==> config.mk <==
export PLATFORM = sky130hd
export DESIGN_NAME = bellek_hakemi_flat
export DESIGN_NICKNAME = d
export VERILOG_FILES = /design/src/rtl/bellek_hakemi_pkg.sv /design/src/rtl/bellek_hakemi_if.sv /design/src/rtl/bellek_hakemi_hakem_rr_secici.sv /design/src/rtl/bellek_hakemi.sv /design/src/flat_wrapper.sv
export SDC_FILE = /design/constraint.sdc
export NUM_CORES = 1
export LEC_CHECK = 0
export ABC_AREA = 1
export BUFFER_PORTS_ARGS = -buffer_cell sky130_fd_sc_hd__clkbuf_2
export CAP_MARGIN = 20
export CORE_MARGIN = 5
export CORE_UTILIZATION = 46
export DETAILED_ROUTE_END_ITERATION = 7
export GPL_ROUTABILITY_DRIVEN = 1
export PLACE_DENSITY_LB_ADDON = 0.12
export REMOVE_ABC_BUFFERS = 1
export SETUP_SLACK_MARGIN = 0.02
export SYNTH_ARGS = -nofsm -noshare
export SYNTH_HDL_FRONTEND = slang
export SYNTH_SLANG_ARGS = --single-unit
==> constraint.sdc <==
create_clock -name clk -period 1.4 [get_ports clk]
set_input_delay 0.07 -clock clk [delete_from_list [all_inputs] [get_ports clk]]
set_output_delay 0.07 -clock clk [all_outputs]
set_load 0.01 [all_outputs]
==> src/rtl/bellek_hakemi_pkg.sv <==
// Shared definitions for the two-requester memory arbiter: FSM state
// encoding, requester ids and default bus widths.
package bellek_hakemi_pkg;

  localparam int VARSAYILAN_VERI_BIT  = 32;
  localparam int VARSAYILAN_ADRES_BIT = 32;

  // Requester ids; also used as the round-robin owner value.
  localparam logic ISTEKCI_ISLEMCI   = 1'b0;
  localparam logic ISTEKCI_YUKLEYICI = 1'b1;

  typedef enum logic [1:0] {
    BOSTA  = 2'd0,
    ERISIM = 2'd1,
    BEKLE  = 2'd2
  } durum_t;

endpackage

==> src/rtl/bellek_hakemi_if.sv <==
// Bus bundle between the two requesters, the arbiter and the memory port.
// slave: arbiter view; master: requester/memory side view.
interface bellek_hakemi_if
  import bellek_hakemi_pkg::*;
#(
  parameter int VERI_BIT  = VARSAYILAN_VERI_BIT,
  parameter int ADRES_BIT = VARSAYILAN_ADRES_BIT
);

  logic                 m0_istek;
  logic                 m0_yaz;
  logic [ADRES_BIT-1:0] m0_adres;
  logic [VERI_BIT-1:0]  m0_yaz_veri;
  logic                 m0_hazir;
  logic [VERI_BIT-1:0]  m0_oku_veri;
  logic                 m0_oku_gecerli;

  logic                 m1_istek;
  logic                 m1_yaz;
  logic [ADRES_BIT-1:0] m1_adres;
  logic [VERI_BIT-1:0]  m1_yaz_veri;
  logic                 m1_hazir;
  logic [VERI_BIT-1:0]  m1_oku_veri;
  logic                 m1_oku_gecerli;
  logic                 m1_hata;

  logic [ADRES_BIT-1:0] bellek_adres;
  logic [VERI_BIT-1:0]  bellek_yaz_veri;
  logic                 bellek_yaz;
  logic [VERI_BIT-1:0]  bellek_oku_veri;

  modport slave (
    input  m0_istek, m0_yaz, m0_adres, m0_yaz_veri,
    output m0_hazir, m0_oku_veri, m0_oku_gecerli,
    input  m1_istek, m1_yaz, m1_adres, m1_yaz_veri,
    output m1_hazir, m1_oku_veri, m1_oku_gecerli, m1_hata,
    output bellek_adres, bellek_yaz_veri, bellek_yaz,
    input  bellek_oku_veri
  );

  modport master (
    output m0_istek, m0_yaz, m0_adres, m0_yaz_veri,
    input  m0_hazir, m0_oku_veri, m0_oku_gecerli,
    output m1_istek, m1_yaz, m1_adres, m1_yaz_veri,
    input  m1_hazir, m1_oku_veri, m1_oku_gecerli, m1_hata,
    input  bellek_adres, bellek_yaz_veri, bellek_yaz,
    output bellek_oku_veri
  );

endinterface

==> src/rtl/bellek_hakemi_hakem_rr_secici.sv <==
// Combinational two-way round-robin pick. On a tie the requester that did
// not own the bus last time wins.
module hakem_rr_secici (
  input  logic istek0,
  input  logic istek1,
  input  logic son_sahip,
  output logic secim_id,
  output logic secim_gecerli
);

  assign secim_gecerli = istek0 | istek1;
  // Tie goes to the non-owner; otherwise the single requester.
  assign secim_id      = (istek0 && istek1) ? ~son_sahip : istek1;

endmodule

==> src/rtl/bellek_hakemi.sv <==
// bellek_hakemi: shares one memory port between the core (requester 0)
// and the loader/DMA (requester 1). One transaction at a time:
// BOSTA (accept) -> ERISIM (1 access cycle) -> optional BEKLE (read latency).
// Optional write protection for requester 1: define BELLEK_HAKEMI_KORUMA_EN.
module bellek_hakemi
  import bellek_hakemi_pkg::*;
#(
  parameter int                   VERI_BIT     = VARSAYILAN_VERI_BIT,
  parameter int                   ADRES_BIT    = VARSAYILAN_ADRES_BIT,
  parameter int                   OKU_GECIKME  = 0,
  parameter int                   SAYAC_BIT    = 4,
  parameter logic [ADRES_BIT-1:0] KORUMA_TABAN = 32'h8000_0000,
  parameter logic [ADRES_BIT-1:0] KORUMA_BOYUT = 32'h0000_1000
) (
  input logic            clk,
  input logic            rst,
  bellek_hakemi_if.slave bus
);

  localparam logic [ADRES_BIT:0] KORUMA_SON = {1'b0, KORUMA_TABAN} + {1'b0, KORUMA_BOYUT};

  durum_t               durum;
  logic                 son_sahip;
  logic                 sahip;
  logic                 yaz_reg;
  logic [SAYAC_BIT-1:0] sayac;
  logic [VERI_BIT-1:0]  oku_veri_reg [2];
  logic [1:0]           gecerli_reg;
  logic                 bellek_yaz_reg;
  logic                 hata_reg;
  logic [ADRES_BIT-1:0] adres_reg;
  logic [VERI_BIT-1:0]  yaz_veri_reg;

  logic                 secim_id;
  logic                 secim_gecerli;
  logic                 kabul;
  logic                 sec_yaz;
  logic [ADRES_BIT-1:0] sec_adres;
  logic [VERI_BIT-1:0]  sec_veri;
  logic                 pencere_icinde;
  logic                 korumali;

  hakem_rr_secici u_secici (
    .istek0        (bus.m0_istek),
    .istek1        (bus.m1_istek),
    .son_sahip     (son_sahip),
    .secim_id      (secim_id),
    .secim_gecerli (secim_gecerli)
  );

  // A grant only exists while idle and out of reset.
  assign kabul = rst && (durum == BOSTA) && secim_gecerli;

  // Route the granted requester's transaction fields.
  always_comb begin
    sec_yaz   = bus.m0_yaz;
    sec_adres = bus.m0_adres;
    sec_veri  = bus.m0_yaz_veri;
    if (secim_id == ISTEKCI_YUKLEYICI) begin
      sec_yaz   = bus.m1_yaz;
      sec_adres = bus.m1_adres;
      sec_veri  = bus.m1_yaz_veri;
    end
  end

  assign pencere_icinde = ({1'b0, sec_adres} >= {1'b0, KORUMA_TABAN}) &&
                          ({1'b0, sec_adres} <  KORUMA_SON);

`ifdef BELLEK_HAKEMI_KORUMA_EN
  // Loader writes into the protected window are dropped and flagged.
  assign korumali = sec_yaz && (secim_id == ISTEKCI_YUKLEYICI) && pencere_icinde;
`else
  // Window decode stays elaborated but never gates a write in this build.
  assign korumali = pencere_icinde & 1'b0;
`endif

  // Arbiter FSM: accept, one access cycle, optional latency wait, capture.
  always_ff @(posedge clk or negedge rst) begin
    if (!rst) begin
      durum           <= BOSTA;
      son_sahip       <= ISTEKCI_YUKLEYICI;
      sahip           <= ISTEKCI_ISLEMCI;
      yaz_reg         <= 1'b0;
      sayac           <= '0;
      oku_veri_reg[0] <= '0;
      oku_veri_reg[1] <= '0;
      gecerli_reg     <= 2'b00;
      bellek_yaz_reg  <= 1'b0;
      hata_reg        <= 1'b0;
      adres_reg       <= '0;
      yaz_veri_reg    <= '0;
    end else begin
      bellek_yaz_reg <= 1'b0;
      hata_reg       <= 1'b0;
      gecerli_reg    <= 2'b00;
      case (durum)
        BOSTA: begin
          if (kabul) begin
            adres_reg      <= sec_adres;
            yaz_veri_reg   <= sec_veri;
            yaz_reg        <= sec_yaz;
            sahip          <= secim_id;
            son_sahip      <= secim_id;
            bellek_yaz_reg <= sec_yaz && !korumali;
            hata_reg       <= korumali;
            durum          <= ERISIM;
          end
        end
        ERISIM: begin
          if (yaz_reg) begin
            durum <= BOSTA;
          end else if (OKU_GECIKME == 0) begin
            oku_veri_reg[sahip] <= bus.bellek_oku_veri;
            gecerli_reg[sahip]  <= 1'b1;
            durum               <= BOSTA;
          end else begin
            sayac <= SAYAC_BIT'(OKU_GECIKME);
            durum <= BEKLE;
          end
        end
        BEKLE: begin
          sayac <= sayac - 1'b1;
          if (sayac == SAYAC_BIT'(1)) begin
            oku_veri_reg[sahip] <= bus.bellek_oku_veri;
            gecerli_reg[sahip]  <= 1'b1;
            durum               <= BOSTA;
          end
        end
        default: durum <= BOSTA;
      endcase
    end
  end

  assign bus.m0_hazir       = kabul && (secim_id == ISTEKCI_ISLEMCI);
  assign bus.m1_hazir       = kabul && (secim_id == ISTEKCI_YUKLEYICI);
  assign bus.m0_oku_veri    = oku_veri_reg[0];
  assign bus.m1_oku_veri    = oku_veri_reg[1];
  assign bus.m0_oku_gecerli = gecerli_reg[0];
  assign bus.m1_oku_gecerli = gecerli_reg[1];
  assign bus.m1_hata        = hata_reg;
  assign bus.bellek_adres    = adres_reg;
  assign bus.bellek_yaz_veri = yaz_veri_reg;
  assign bus.bellek_yaz      = bellek_yaz_reg;

endmodule

==> src/flat_wrapper.sv <==
// flat-port wrapper written by rule: the top's interface ports become plain ports
module bellek_hakemi_flat import bellek_hakemi_pkg::*;
#(
  parameter int                   VERI_BIT     = VARSAYILAN_VERI_BIT,
  parameter int                   ADRES_BIT    = VARSAYILAN_ADRES_BIT,
  parameter int                   OKU_GECIKME  = 0,
  parameter int                   SAYAC_BIT    = 4,
  parameter logic [ADRES_BIT-1:0] KORUMA_TABAN = 32'h8000_0000,
  parameter logic [ADRES_BIT-1:0] KORUMA_BOYUT = 32'h0000_1000
)
  (clk, rst, bus_m0_istek, bus_m0_yaz, bus_m0_adres, bus_m0_yaz_veri, bus_m0_hazir, bus_m0_oku_veri, bus_m0_oku_gecerli, bus_m1_istek, bus_m1_yaz, bus_m1_adres, bus_m1_yaz_veri, bus_m1_hazir, bus_m1_oku_veri, bus_m1_oku_gecerli, bus_m1_hata, bus_bellek_adres, bus_bellek_yaz_veri, bus_bellek_yaz, bus_bellek_oku_veri);
  bellek_hakemi_if #(.VERI_BIT(VERI_BIT), .ADRES_BIT(ADRES_BIT)) bus_i ();
  input logic clk;
  input logic rst;
  input wire logic [$bits(bus_i.m0_istek)-1:0] bus_m0_istek;
  input wire logic [$bits(bus_i.m0_yaz)-1:0] bus_m0_yaz;
  input wire logic [$bits(bus_i.m0_adres)-1:0] bus_m0_adres;
  input wire logic [$bits(bus_i.m0_yaz_veri)-1:0] bus_m0_yaz_veri;
  output wire logic [$bits(bus_i.m0_hazir)-1:0] bus_m0_hazir;
  output wire logic [$bits(bus_i.m0_oku_veri)-1:0] bus_m0_oku_veri;
  output wire logic [$bits(bus_i.m0_oku_gecerli)-1:0] bus_m0_oku_gecerli;
  input wire logic [$bits(bus_i.m1_istek)-1:0] bus_m1_istek;
  input wire logic [$bits(bus_i.m1_yaz)-1:0] bus_m1_yaz;
  input wire logic [$bits(bus_i.m1_adres)-1:0] bus_m1_adres;
  input wire logic [$bits(bus_i.m1_yaz_veri)-1:0] bus_m1_yaz_veri;
  output wire logic [$bits(bus_i.m1_hazir)-1:0] bus_m1_hazir;
  output wire logic [$bits(bus_i.m1_oku_veri)-1:0] bus_m1_oku_veri;
  output wire logic [$bits(bus_i.m1_oku_gecerli)-1:0] bus_m1_oku_gecerli;
  output wire logic [$bits(bus_i.m1_hata)-1:0] bus_m1_hata;
  output wire logic [$bits(bus_i.bellek_adres)-1:0] bus_bellek_adres;
  output wire logic [$bits(bus_i.bellek_yaz_veri)-1:0] bus_bellek_yaz_veri;
  output wire logic [$bits(bus_i.bellek_yaz)-1:0] bus_bellek_yaz;
  input wire logic [$bits(bus_i.bellek_oku_veri)-1:0] bus_bellek_oku_veri;
  assign bus_i.m0_istek = bus_m0_istek;
  assign bus_i.m0_yaz = bus_m0_yaz;
  assign bus_i.m0_adres = bus_m0_adres;
  assign bus_i.m0_yaz_veri = bus_m0_yaz_veri;
  assign bus_m0_hazir = bus_i.m0_hazir;
  assign bus_m0_oku_veri = bus_i.m0_oku_veri;
  assign bus_m0_oku_gecerli = bus_i.m0_oku_gecerli;
  assign bus_i.m1_istek = bus_m1_istek;
  assign bus_i.m1_yaz = bus_m1_yaz;
  assign bus_i.m1_adres = bus_m1_adres;
  assign bus_i.m1_yaz_veri = bus_m1_yaz_veri;
  assign bus_m1_hazir = bus_i.m1_hazir;
  assign bus_m1_oku_veri = bus_i.m1_oku_veri;
  assign bus_m1_oku_gecerli = bus_i.m1_oku_gecerli;
  assign bus_m1_hata = bus_i.m1_hata;
  assign bus_bellek_adres = bus_i.bellek_adres;
  assign bus_bellek_yaz_veri = bus_i.bellek_yaz_veri;
  assign bus_bellek_yaz = bus_i.bellek_yaz;
  assign bus_i.bellek_oku_veri = bus_bellek_oku_veri;
  bellek_hakemi #(.VERI_BIT(VERI_BIT), .ADRES_BIT(ADRES_BIT), .OKU_GECIKME(OKU_GECIKME), .SAYAC_BIT(SAYAC_BIT), .KORUMA_TABAN(KORUMA_TABAN), .KORUMA_BOYUT(KORUMA_BOYUT)) u_core (.clk(clk), .rst(rst), .bus(bus_i));
endmodule
==> flow_summary.toml, run 1 <==
[synth]
yosys_warnings = 0
synth-compound-area-share_pct = 5.60
synth_seq_cells = 135
ys_seq_area_share_pct = 56.7
synthMuxAreaShare_pct = 0
synth_adder_area_share_pct = 0
synth_cells = 759
synth_top_family_by_area = "simple AND/OR/NAND/NOR gates"
synthSimpleGateAreaFrac_pct = 30.7
avgSynthCellArea_um2 = 7.86
synth_area_um2 = 5960
synth_xor_area_share_pct = 0
ys_types = 13

[place]
dpl.hpwl_um = 12900
place_congestion = 0.820
place_ws_ns = 0.0476
placedCellCount = 1195
portBuffers = 298

[power_and_ir_drop]
p_per_area_nw_per_um2 = 1450
cellLeakagePower_nw = 5.73
p_switching_mw = 4.89
sw_frac_of_total_pct = 33.6
pwr-share-clk_pct = 30.3
seqPwrFrac_pct = 39.1
intPower_mw = 9.66
comb_power_share_pct = 30.6
vdd_drop_max_mv = 1.20

[floorplanning]
core-area_um2 = 12700
dieArea_um2 = 15300
num_rows = 41
die_y_um = 124
num_io_pins = 300
initial_core_util_pct = 47.1
fp.dieW_um = 124

[detailed_routing]
via_per_inst = 5.04
ant_nets = 0
drt-total-wl_um = 22700
vias = 7031
wl_per_cell_um = 16.3
drt_iter0_drc = 596
drc = 0
dr.pass1.iters = 5

[global_route]
grt_antenna_before_repair = 1
grt_pass1_wl_um = 34500
grt-ovfl-total = 0
grt.total_usage_pct = 29.3
grt_start_max_net_pins = 136
grt_pass1_vias = 7092

[status]
status = "complete, but fails checks"
violations = "setup timing"

[sta]
layout_min_cycle_time_ns = 1.52
setup_ws_ns = -0.117
clock_skew_ns = 0.00619
max_slew_margin_pct = 53.7
max_freq_ghz = 0.659
fin_tns_setup_ns = -0.587
hold_viol_final = 0
holdWs_ns = 0.0255
worstMarginPinSlew_ns = 0.694
slew_viol_final = 0
rsz0062_at_grt = "yes"
fin_crit_sh_pct = 108
setup_viol = 14

[clocking]
clock_sinks = 135
numCtsBuffers = 17
clk_transition_reported_paths_ns = 0.06
cts_max_level = 4
root_buffer = "clkbuf_16"
cts_tree = "done"
worstSkewPairLatency_ns = 0.41
clk_path_buf_depth = 2

[final_layout]
multiInputGateArea_um2 = 2210
ff_latch_area_um2 = 3380
fin_nets = 1376
areaGrowthSynthToFinish_pct = 67.9
drive_above_1_share_pct = 30.1
fillers = 822
final_cells = 1396
final_util_pct = 79.0

[critical_path]
r2r-start = "u_core.son_sahip$_DFFE_PN1P_"
worst-r2r-cell-count = 8
arrival_ns = 1.45
crit_start = "u_core.son_sahip$_DFFE_PN1P_"
cp_max_fo = 4
critPathLaunchType = "flip-flop"
critical_path_class = "reg -> out"
required_ns = 1.33
r2r_slack_ns = -0.06
r2r-end = "u_core.bus.bellek_yaz_veri[1]$_DFFE_PN0P_"
endpoint_kind = "output port"

[hold_path]
holdPathStages = 5
whs_endpoint = "u_core.bus.bellek_yaz_veri[29]$_DFFE_PN0P_"
hold_path.startpoint = "bus_m1_yaz_veri[29]"
hold_path_class = "in -> reg"

[flow_run]
maxCapViolations = 0
-- synth_stat cells (all sizes together) --
cell type    n  area (µm²)
dfstp        1        26.3
inv         42         158
nand2      395        1480
o21ai       65         325
dfrtp      134        3350
nand3       68         340
buf         35         203
nor2         2        7.51
conb         1        3.75
clkbuf      15        56.3
a21oi        1        8.76
-- how the worst max path moves through the flow --
stage | endpoint | slack [ns]
after CTS | bus_m0_hazir | -0.13
final | bus_m0_hazir | -0.12
after detailed placement | u_core.sahip$_DFFE_PN0P_ | 0.05
after global placement | bus_m0_hazir | 0.07
after global routing | bus_m0_hazir | -0.17
after floorplan | u_core.sahip$_DFFE_PN0P_ | -2.00
-- layer usage --
metal	track usage, %	wire length, µm	up-vias
met4	19.4	1290	0
met1	33.0	8320	3259
met2	48.6	11300	416
li1	-	-	3251
met5	0	0	-
met3	8.08	1890	105
-- per-stage QoR --
step	instance area [µm²]	total power [mW]
global placement	7650	9.51
finish	10000	14.5
floorplan	5710	7.47
detailed placement	7650	9.61
CTS	9940	14.5
global route	10000	15.4
-- worst max-delay path: stages, from the launching register on --
cell and delay [ns]:
dfstp_2 0.55, nand2_4 0.06, nand2_4 0.07, buf_12 0.11
inv_2 0.03, nor2_1 0.08, buf_2 0.14
-- cells by family (layout without fill, tap and decap cells) --
logic type | Yosys count | in the layout
other cells | 1 | 2
flops | 135 | 135
buf+inv | 92 | 556
compound gates | 66 | 66
simple gates | 465 | 465
-- placed cells by master, fill, tap and decap left out, drive strengths merged --
| master | count |
|---|---|
| nand2 | 395 |
| clkbuf | 316 |
| dlygate4sd3 | 159 |
| dfrtp | 134 |
| nand3 | 68 |
| o21ai | 65 |
| inv | 43 |
| buf | 24 |
| clkinv | 7 |
| clkinvlp | 4 |
| nor2 | 2 |
| bufinv | 2 |
| diode | 1 |
| a21oi | 1 |
| conb | 1 |
| bufbuf | 1 |
| dfstp | 1 |
-- timing repair --
item,CTS,global route
hold buffers,159,0
setup endpoints to repair,2,45
pin swaps,2,0
cloned,2,2
endpoints found under the hold margin,264,0
setup buffers,5,0
gates resized for setup,4,5
-- power groups by stage --
stage | clock (mW) | sequential, mW | combinational, mW
6_report | 4.41 | 5.69 | 4.45
4_1_cts | 4.49 | 5.67 | 4.35
2_1_floorplan | 0 | 6.22 | 1.25
3_5_place_dp | 0 | 5.70 | 3.91
5_1_grt | 4.65 | 5.81 | 4.90
3_3_place_gp | 0 | 5.68 | 3.83
-- layout make-up --
cell class                 count  share of cell area [%]
multi-input combinational    532                    22.1
clock inverter                14                    1.52
antenna                        1                  0.0250
timing repair buffer         482                    34.5
inverter                      42                    1.57
sequential                   135                    33.8
tap                          172                    2.15
clock buffer                  18                    4.39
No activity file was read; power rests on OpenSTA's default activity.
==> run 2, diff against run 1 <==
BUFFER_PORTS_ARGS = -buffer_cell sky130_fd_sc_hd__buf_2   (was -buffer_cell sky130_fd_sc_hd__clkbuf_2)
PLACE_DENSITY = 0.81   (was not set)
PLACE_DENSITY_LB_ADDON = not set   (was 0.12)
==> run 2 against run 1 <==
  * The run ends with DRC, setup timing left
  * Global-route usage up 5.3 points
  * Maximum frequency down 4.0%
  * Clock skew up 0.0085 ns
  * Register-to-register slack worse by 0.08 ns
  * Critical path depth down 2
  * Core utilization up 6.4 points
  * Design area up 8.1%
  * Clock power up 7.9%
  * Sequential power up 2%
  * Setup slack worse by 0.063 ns
  * Worst hold slack better by 0.012 ns
  * Via count up 16%
  * Critical path type unchanged
  * Critical endpoint unchanged
==> flow_summary.toml, run 2 (synthesis gave the netlist of run 1 again) <==
[hold_path]
hold_path_class = "in -> reg"
holdPathStages = 5

[critical_path]
critPathLaunchType = "flip-flop"
endpoint_kind = "output port"
arrival_ns = 1.51
critPathCapture = "bus_m0_hazir"
critical_path_class = "reg -> out"
crit_start = "u_core.durum[0]$_DFFE_PN0P_"
max_stage_delay_ns = 0.44
path_cells = "inv_2, nand3_2, nor2_4, buf_6"
r2r_slack_ns = -0.14
r2r-start = "u_core.son_sahip$_DFFE_PN1P_"
required_ns = 1.33
cp_slowest_cell = "dfrtp_1"
cp_max_fo = 7
r2r-end = "u_core.bus.bellek_adres[5]$_DFFE_PN0P_"
worst-r2r-cell-count = 9

[global_route]
grt_antenna_before_repair = 7
use_met2_pct = 57.2
grt.total_usage_pct = 34.6
grt_pass1_wl_um = 39900
grt-ovfl-total = 0
grtUsageMet1_pct = 36.7
busiest_layer = "met2"
grtUsageMet3_pct = 11.0
grt_start_max_net_pins = 73
grt_pass1_vias = 7785

[place]
postPlaceCellArea_um2 = 7660
dpl.hpwl_um = 13500
place_ws_ns = 0.0231
place_congestion = 0.889
portBuffers = 298
placedCellCount = 1197

[clocking]
clock_sinks = 135
worstSkewPairLatency_ns = 0.43
numCtsBuffers = 17
clk_transition_reported_paths_ns = 0.06
clk_path_buf_depth = 2
root_buffer = "clkbuf_16"
cts_max_level = 4
cts_tree = "done"

[floorplanning]
num_rows = 41
num_io_pins = 300
dieArea_um2 = 15300
initial_core_util_pct = 47.1
die_y_um = 124
core-area_um2 = 12700
fp.dieW_um = 124

[sta]
slew_viol_final = 0
max_slew_margin_pct = 40.3
fin_crit_sh_pct = 113
max_freq_ghz = 0.633
worstMarginPinSlew_ns = 0.896
setup_ws_ns = -0.180
hold_viol_final = 0
rsz0062_at_grt = "yes"
fin_tns_setup_ns = -4.75
clock_skew_ns = 0.0147
layout_min_cycle_time_ns = 1.58
setup_viol = 62

[power_and_ir_drop]
comb_power_share_pct = 33.3
intPower_mw = 10.0
vdd_drop_max_mv = 1.30
pwr-share-clk_pct = 30.1
seqPwrFrac_pct = 36.6
sw_frac_of_total_pct = 36.5
cellLeakagePower_nw = 6.02
p_switching_mw = 5.78
finalPower_mw = 15.8
p_per_area_nw_per_um2 = 1460

[flow_run]
maxCapViolations = 0

[detailed_routing]
vias = 8166
wl_per_cell_um = 23.6
dr.pass1.iters = 8
drc = 7
drt_iter0_drc = 1216
via_per_inst = 5.78
ant_nets = 0
drt-total-wl_um = 33300

[final_layout]
fin_nets = 1386
fillers = 591
multiInputGateArea_um2 = 2760
areaGrowthSynthToFinish_pct = 81.4
final_common_cell = "buf_2"
mostFrequentLayoutCells = "buf_2, nand2_1, dlygate4sd3_1"
final_cells = 1412
ff_latch_area_um2 = 3380
design_area_um2 = 10800
drive_above_1_share_pct = 40.6

[status]
violations = "DRC, setup timing"
status = "complete, but fails checks"
[run 2: through the flow]
stage	hold WS (ns)	util, %
global route	0.0234	85.3
finish	0.0376	85.4
floorplan	-0.226	-
CTS	0.00137	78.3
detailed placement	0.307	60.4
global placement	0.304	60.4
[run 2: power groups by stage]
| stage | registers, mW | logic, mW | clock network [mW] |
|---|---|---|---|
| after floorplan | 6.22 | 1.25 | 0 |
| after global placement | 5.63 | 3.85 | 0 |
| after detailed placement | 5.67 | 3.94 | 0 |
| after CTS | 5.65 | 4.34 | 4.73 |
| after global routing | 5.88 | 5.68 | 4.98 |
| final | 5.79 | 5.27 | 4.76 |
[run 2: layout make-up]
| type | instances | area share (%) |
|---|---|---|
| diodes | 7 | 0.162 |
| clock buffers | 17 | 3.93 |
| clock inverters | 15 | 1.76 |
| inverters | 42 | 1.48 |
| multi-input cells | 532 | 25.5 |
| flip-flops and latches | 135 | 31.2 |
| well taps | 172 | 1.99 |
| repair buffers | 492 | 34.0 |
[run 2: worst max-delay path, delay by kind of cell (launching register included)]
family        cells  cell delay [ns]
flops             1             0.44
simple gates      2             0.42
buf+inv           2             0.23
[run 2: worst min-delay path by stage]
stage                                                      end                start  slack, ns
floorplan               u_core.bus.bellek_adres[0]$_DFFE_PN0P_                  rst      -0.23
global placement     u_core.bus.bellek_yaz_veri[8]$_DFFE_PN0P_                  rst       0.30
detailed placement  u_core.bus.bellek_yaz_veri[20]$_DFFE_PN0P_                  rst       0.31
CTS                    u_core.bus.bellek_adres[13]$_DFFE_PN0P_     bus_m1_adres[13]      0.001
global route        u_core.bus.bellek_yaz_veri[25]$_DFFE_PN0P_  bus_m1_yaz_veri[25]       0.02
finish              u_core.bus.bellek_yaz_veri[25]$_DFFE_PN0P_  bus_m1_yaz_veri[25]       0.04
[run 2: repair_timing]
action	in CTS	in global routing
hold buffers	157	1
pin swaps	2	58
gates cloned	0	11
endpoints found under the setup margin	3	67
endpoints found under the hold margin	263	1
gates resized for setup	12	183
buffers inserted	5	3
[run 2: per-layer routing]
metal / part of all wire, % / vias to the layer above
li1: - / 3283
met1: 31 / 3761
met2: 47 / 818
met3: 12 / 300
met4: 9.4 / 4
met5: 0.069 / -
